### src/rtl/arm_position_writer_pkg.sv
// Shared constants for the arm position frame writer: frame header, coordinate
// limit, rejection codes and FSM state encoding.
package arm_position_writer_pkg;

    localparam logic [7:0] HEADER_BYTE       = 8'hA5;
    localparam int unsigned MAX_COORD_VALUE = 999;

    localparam logic [1:0] ERR_NONE     = 2'b00;
    localparam logic [1:0] ERR_CHECKSUM = 2'b01;
    localparam logic [1:0] ERR_RANGE    = 2'b10;
    localparam logic [1:0] ERR_FULL     = 2'b11;

    localparam logic [1:0] ST_IDLE   = 2'd0;
    localparam logic [1:0] ST_DATA   = 2'd1;
    localparam logic [1:0] ST_CHECK  = 2'd2;
    localparam logic [1:0] ST_COMMIT = 2'd3;

    // True when any of the packed x/y/z fields exceeds the display limit.
    function automatic logic coord_over(input logic [29:0] word, input int unsigned max_coord);
        return (32'(word[29:20]) > max_coord) ||
               (32'(word[19:10]) > max_coord) ||
               (32'(word[9:0])   > max_coord);
    endfunction

endpackage

### src/rtl/position_ram.sv
// Simple dual-port position store: one write port, one registered read port.
// Only the read register is reset; the array itself keeps its contents.
module position_ram #(
    parameter int DATA_WIDTH    = 30,
    parameter int ADDRESS_WIDTH = 4
) (
    input  logic                     clk,
    input  logic                     rst,
    input  logic                     we,
    input  logic [ADDRESS_WIDTH-1:0] wr_addr,
    input  logic [DATA_WIDTH-1:0]    wr_data,
    input  logic [ADDRESS_WIDTH-1:0] rd_addr,
    output logic [DATA_WIDTH-1:0]    rd_data
);

    logic [DATA_WIDTH-1:0] mem [2**ADDRESS_WIDTH];

    always_ff @(posedge clk) begin
        if (we) begin
            mem[wr_addr] <= wr_data;
        end
    end

    // Read-before-write: a same-address collision returns the old word.
    always_ff @(posedge clk) begin
        if (!rst) begin
            rd_data <= '0;
        end else begin
            rd_data <= mem[rd_addr];
        end
    end

endmodule

### src/rtl/arm_position_writer.sv
// Parses HEADER/B1..B4/CHK byte frames into packed x/y/z position words and
// appends validated words to a non-wrapping position memory.
module arm_position_writer
    import arm_position_writer_pkg::*;
#(
    parameter int          DATA_WIDTH    = 30,
    parameter int          ADDRESS_WIDTH = 4,
    parameter logic [7:0]  HEADER        = HEADER_BYTE,
    parameter int unsigned MAX_COORD     = MAX_COORD_VALUE
) (
    input  logic                     clk,
    input  logic                     rst,
    input  logic [7:0]               byte_in,
    input  logic                     byte_valid,
    output logic                     byte_ready,
    input  logic [ADDRESS_WIDTH-1:0] rd_addr,
    output logic [DATA_WIDTH-1:0]    rd_data,
    output logic                     frame_ok,
    output logic                     frame_err,
    output logic [1:0]               err_code,
    output logic [ADDRESS_WIDTH:0]   wr_count,
    output logic                     full
);

    localparam logic [ADDRESS_WIDTH:0] DEPTH = (ADDRESS_WIDTH+1)'(1) << ADDRESS_WIDTH;

    logic [1:0]             state_reg;
    logic [1:0]             idx_reg;
    logic [31:0]            shift_reg;
    logic [7:0]             chk_reg;
    logic [1:0]             err_code_reg;
    logic [ADDRESS_WIDTH:0] wr_count_reg;

    logic                   xfer;
    logic                   in_commit;
    logic [7:0]             checksum;
    logic [1:0]             commit_err;

    assign byte_ready = (state_reg != ST_COMMIT);
    assign xfer       = byte_valid && byte_ready;
    assign in_commit  = (state_reg == ST_COMMIT);
    assign full       = (wr_count_reg == DEPTH);
    assign wr_count   = wr_count_reg;
    assign err_code   = err_code_reg;

    // Checksum covers the full B1 byte even though its top two bits are dropped.
    assign checksum = shift_reg[31:24] ^ shift_reg[23:16] ^ shift_reg[15:8] ^ shift_reg[7:0];

    always_comb begin
        commit_err = ERR_NONE;
        if (chk_reg != checksum) begin
            commit_err = ERR_CHECKSUM;
        end else if (coord_over(shift_reg[29:0], MAX_COORD)) begin
            commit_err = ERR_RANGE;
        end else if (full) begin
            commit_err = ERR_FULL;
        end
    end

    assign frame_ok  = in_commit && (commit_err == ERR_NONE);
    assign frame_err = in_commit && (commit_err != ERR_NONE);

    always_ff @(posedge clk) begin
        if (!rst) begin
            state_reg    <= ST_IDLE;
            idx_reg      <= '0;
            shift_reg    <= '0;
            chk_reg      <= '0;
            err_code_reg <= ERR_NONE;
            wr_count_reg <= '0;
        end else begin
            case (state_reg)
                ST_IDLE: begin
                    if (xfer && byte_in == HEADER) begin
                        state_reg <= ST_DATA;
                        idx_reg   <= '0;
                    end
                end
                ST_DATA: begin
                    if (xfer) begin
                        shift_reg <= {shift_reg[23:0], byte_in};
                        idx_reg   <= idx_reg + 2'd1;
                        if (idx_reg == 2'd3) begin
                            state_reg <= ST_CHECK;
                        end
                    end
                end
                ST_CHECK: begin
                    if (xfer) begin
                        chk_reg   <= byte_in;
                        state_reg <= ST_COMMIT;
                    end
                end
                default: begin
                    state_reg <= ST_IDLE;
                    if (frame_ok) begin
                        wr_count_reg <= wr_count_reg + 1'b1;
                    end
                    if (frame_err) begin
                        err_code_reg <= commit_err;
                    end
                end
            endcase
        end
    end

    // The write pointer is the entry count; writes stop once full, so it never wraps.
    position_ram #(
        .DATA_WIDTH    (DATA_WIDTH),
        .ADDRESS_WIDTH (ADDRESS_WIDTH)
    ) u_position_ram (
        .clk     (clk),
        .rst     (rst),
        .we      (frame_ok),
        .wr_addr (wr_count_reg[ADDRESS_WIDTH-1:0]),
        .wr_data (shift_reg[DATA_WIDTH-1:0]),
        .rd_addr (rd_addr),
        .rd_data (rd_data)
    );

endmodule

### config.mk
export PLATFORM = sky130hd
export DESIGN_NAME = arm_position_writer
export DESIGN_NICKNAME = d
export VERILOG_FILES = /design/src/rtl/arm_position_writer_pkg.sv /design/src/rtl/position_ram.sv /design/src/rtl/arm_position_writer.sv
export SDC_FILE = /design/constraint.sdc
export NUM_CORES = 1
export LEC_CHECK = 0
export BUFFER_PORTS_ARGS = -buffer_cell sky130_fd_sc_hd__buf_2
export CELL_PAD_IN_SITES_DETAIL_PLACEMENT = 0
export CELL_PAD_IN_SITES_GLOBAL_PLACEMENT = 1
export CORE_AREA = 2 2 184 222
export DETAILED_ROUTE_END_ITERATION = 8
export DIE_AREA = 0 0 186 224
export PLACE_DENSITY_LB_ADDON = 0.1
export SLEW_MARGIN = 10
export SYNTH_ARGS = -nofsm -noshare
export SYNTH_HDL_FRONTEND = slang
export SYNTH_SLANG_ARGS = --single-unit
### constraint.sdc
create_clock -name clk -period 12.24 [get_ports clk]
set_input_delay 1.224 -clock clk [delete_from_list [all_inputs] [get_ports clk]]
set_output_delay 1.224 -clock clk [all_outputs]
set_load 0.005 [all_outputs]
==> impl_metrics.json <==
{
  "cp_slowest_stage_delay_ns": 0.76,
  "grt_setup_unrepaired": "no",
  "die_y_um": 224,
  "p_leak_nw": 8.05,
  "critPathArrivalTime_ns": 3.30,
  "cts.clk_slew.worst_paths_ns": 0.06,
  "holdBufCountCts": 0,
  "design.die.area_um2": 41700,
  "setup_ws_ns": 7.72,
  "tightest_slew_ns": 0.982,
  "hpwl_um": 23500,
  "cts_htree_levels": 2,
  "largest_reg_flops": 480,
  "cts_buffers": 54,
  "dieWidth_um": 186,
  "r2r_cells": 6,
  "overflow": 0,
  "cts_tree": "done",
  "postCtsSetupBuffers": 0,
  "ios": 56,
  "cts-root-buf": "clkbuf_16",
  "wl_per_cell_um": 27.1,
  "diodes": 0,
  "drtAntennaViolNets": 0,
  "clkPwrFrac_pct": 44.5,
  "wl_met1_um": 19200,
  "synth_area_leaders": "edfxtp_1 (67%), mux4_2 (16%), dfxtp_1 (7.5%)",
  "cp-start-kind": "register",
  "yosysUniqueCellTypes": 38,
  "postSynthAreaPerCell_um2": 20.8,
  "port_buffers": 55,
  "required_ns": 11.02,
  "worstSetupPathType": "register to output pin",
  "internal_power_mw": 3.14,
  "area_growth_pct": 13.2,
  "hold_violations": 0,
  "antenna_found_initial": 1,
  "p_per_area_nw_per_um2": 160,
  "syn_nets": 1059,
  "wl_um": 46100,
  "synth_cells": 1035,
  "clock_latency_ns": 0.59,
  "synth_seq_area_share_pct": 74.6,
  "yosysWarnings": 0,
  "hp-class": "register to register",
  "grt_usage_pct": 22.9,
  "crit_fanout": 19,
  "met2_length_um": 23400,
  "cts-resized-gates": 0,
  "yosysTopAreaCell": "edfxtp_1",
  "grt_max_degree": 78,
  "cp-end-kind": "output pin",
  "fin_crit_ns": 4.52,
  "slew_headroom_pct": 34.6,
  "synth_top_area_share_pct": 67.1,
  "grt_pass1_vias": 10300,
  "syn-cell-area_um2": 21500,
  "tns_ns": 0,
  "power_frac_seq_pct": 52.9,
  "clkSinkCount": 561,
  "routabilityCongestion": 0.720,
  "drive_above_1_share_pct": 29.0,
  "holdPathStages": 2,
  "drv_slew": 0,
  "cp_slowest_cell": "dfxtp_1",
  "dp_cells": 1596,
  "fin_skew_ns": 0.0290,
  "vias": 10000,
  "post-place-ws_ns": 7.89,
  "irDropWorstVdd_uv": 116,
  "status": "finished, final reports clean",
  "grt_pass1_wl_um": 67700,
  "crit_chain": "xnor3_1 > xnor2_1 > nand4_2 > nor4_4 > buf_2",
  "rows": 80,
  "start_util_pct": 54.4,
  "dr.first_iter.drc_count": 1102,
  "finalNonFillerCells": 1697,
  "dr_wl_met3_um": 2520,
  "coreArea_um2": 39500,
  "swShare_pct": 19.5,
  "routed_via_density": 5.90,
  "clockBufferDepth": 3,
  "fmax_mhz": 221,
  "drc": 0,
  "setup_violations": 0,
  "finalNetCount": 1143,
  "switchingPower_mw": 0.760,
  "synth_seq_cells": 561,
  "top_layer_used": "met4",
  "drv_cap": 0,
  "p_comb_share_pct": 2.6,
  "fin_crit_sh_pct": 36.9,
  "dr.pass1.iters": 7,
  "whs_ns": 0.488
}
==> cell type report <==
type | count | area (µm²)
multi-input combinational | 416 | 5260
inverter | 7 | 26.3
tap | 533 | 667
timing repair buffer | 79 | 467
clock inverter | 32 | 403
clock buffer | 69 | 1470
fill | 2776 | 15200
sequential | 561 | 16000
==> cells in the mapped netlist <==
master	number
nand3_1	3
nor3_1	1
nand2_1	80
nand4_2	2
nor3b_1	1
and3_1	15
and3b_1	2
mux2i_1	15
a21o_1	2
o211a_1	1
xnor2_2	2
o2111ai_1	2
clkbuf_1	33
o2bb2ai_1	1
nor4_4	1
edfxtp_1	480
xnor2_1	14
buf_2	10
nor4_1	5
ha_1	9
a21oi_1	4
nor2b_1	14
nand4_1	1
mux4_2	150
nor4bb_1	3
a31oi_1	1
nand2b_1	3
buf_6	1
inv_1	7
a21boi_0	34
xnor3_1	8
dfxtp_1	81
and2_1	31
or3_4	1
o21ai_0	2
nor2_1	7
a22oi_1	1
buf_1	7
==> cell usage in the layout (no fill, tap or decap), types with 6 or more instances in the layout <==
cell	synthesis	layout
nor2b_1	14	14
and2_1	31	31
ha_1	9	9
xnor2_1	14	14
and3_2	0	12
nand2_1	80	80
bufinv_16	0	9
inv_1	7	7
dfxtp_1	81	81
clkbuf_1	33	10
a21boi_0	34	34
clkbuf_16	0	55
clkinv_2	0	10
mux2i_1	15	15
edfxtp_1	480	480
xnor3_1	8	8
mux4_2	150	150
buf_2	10	53
buf_4	0	25
nor2_1	7	6
==> worst max-delay path: cells and delay by family, from the launching register on <==
kind | cells | cell delay, ns
flops | 1 | 0.76
xor+xnor | 2 | 0.74
simple gates | 2 | 0.97
buf+inv | 1 | 0.23
==> kinds of logic after synthesis <==
family          after synthesis  share of synthesized area [%]
flops                       561                           74.6
buf+inv                      58                           1.11
fa+ha+maj                     9                          0.524
simple gates                170                           4.15
compound gates               48                           1.63
mux                         165                           16.4
xor+xnor                     24                           1.56
==> worst paths after layout <==
| path | from | slack [ns] | to |
|---|---|---|---|
| setup / recovery | shift_reg[10]$_SDFFE_PN0P_ | 7.72 | frame_ok |
| hold / removal | shift_reg[30]$_SDFFE_PN0P_ | 0.49 | shift_reg[30]$_SDFFE_PN0P_ |
| setup reg to reg | shift_reg[10]$_SDFFE_PN0P_ | 8.22 | u_position_ram.mem[6][9]$_DFFE_PP_ |
| hold reg to reg | shift_reg[30]$_SDFFE_PN0P_ | 0.49 | shift_reg[30]$_SDFFE_PN0P_ |
==> stage by stage <==
stage                     power (mW)  util (%)  instance area (µm²)
final                           3.90      61.5                24300
after floorplan                 2.17         -                21500
after detailed placement        2.21      56.8                22500
after CTS                       3.94      61.5                24300
after global routing            4.01      61.5                24300
after global placement          2.21      56.8                22500
==> metal layers <==
metal  global-route usage [%]  vias to the layer above
met5                        0                        -
met4                     6.05                        0
met3                     2.94                       60
met2                     38.1                      314
met1                     32.6                     5284
li1                         -                     4355
==> power groups by stage <==
stage          clock, mW  sequential (mW)  combinational, mW
6_report            1.74             2.06              0.100
5_1_grt             1.84             2.06              0.110
4_1_cts             1.77             2.06              0.103
3_5_place_dp           0             2.10              0.103
3_3_place_gp           0             2.10              0.102
2_1_floorplan          0             2.10             0.0733
(Power assumes the default switching activity.)
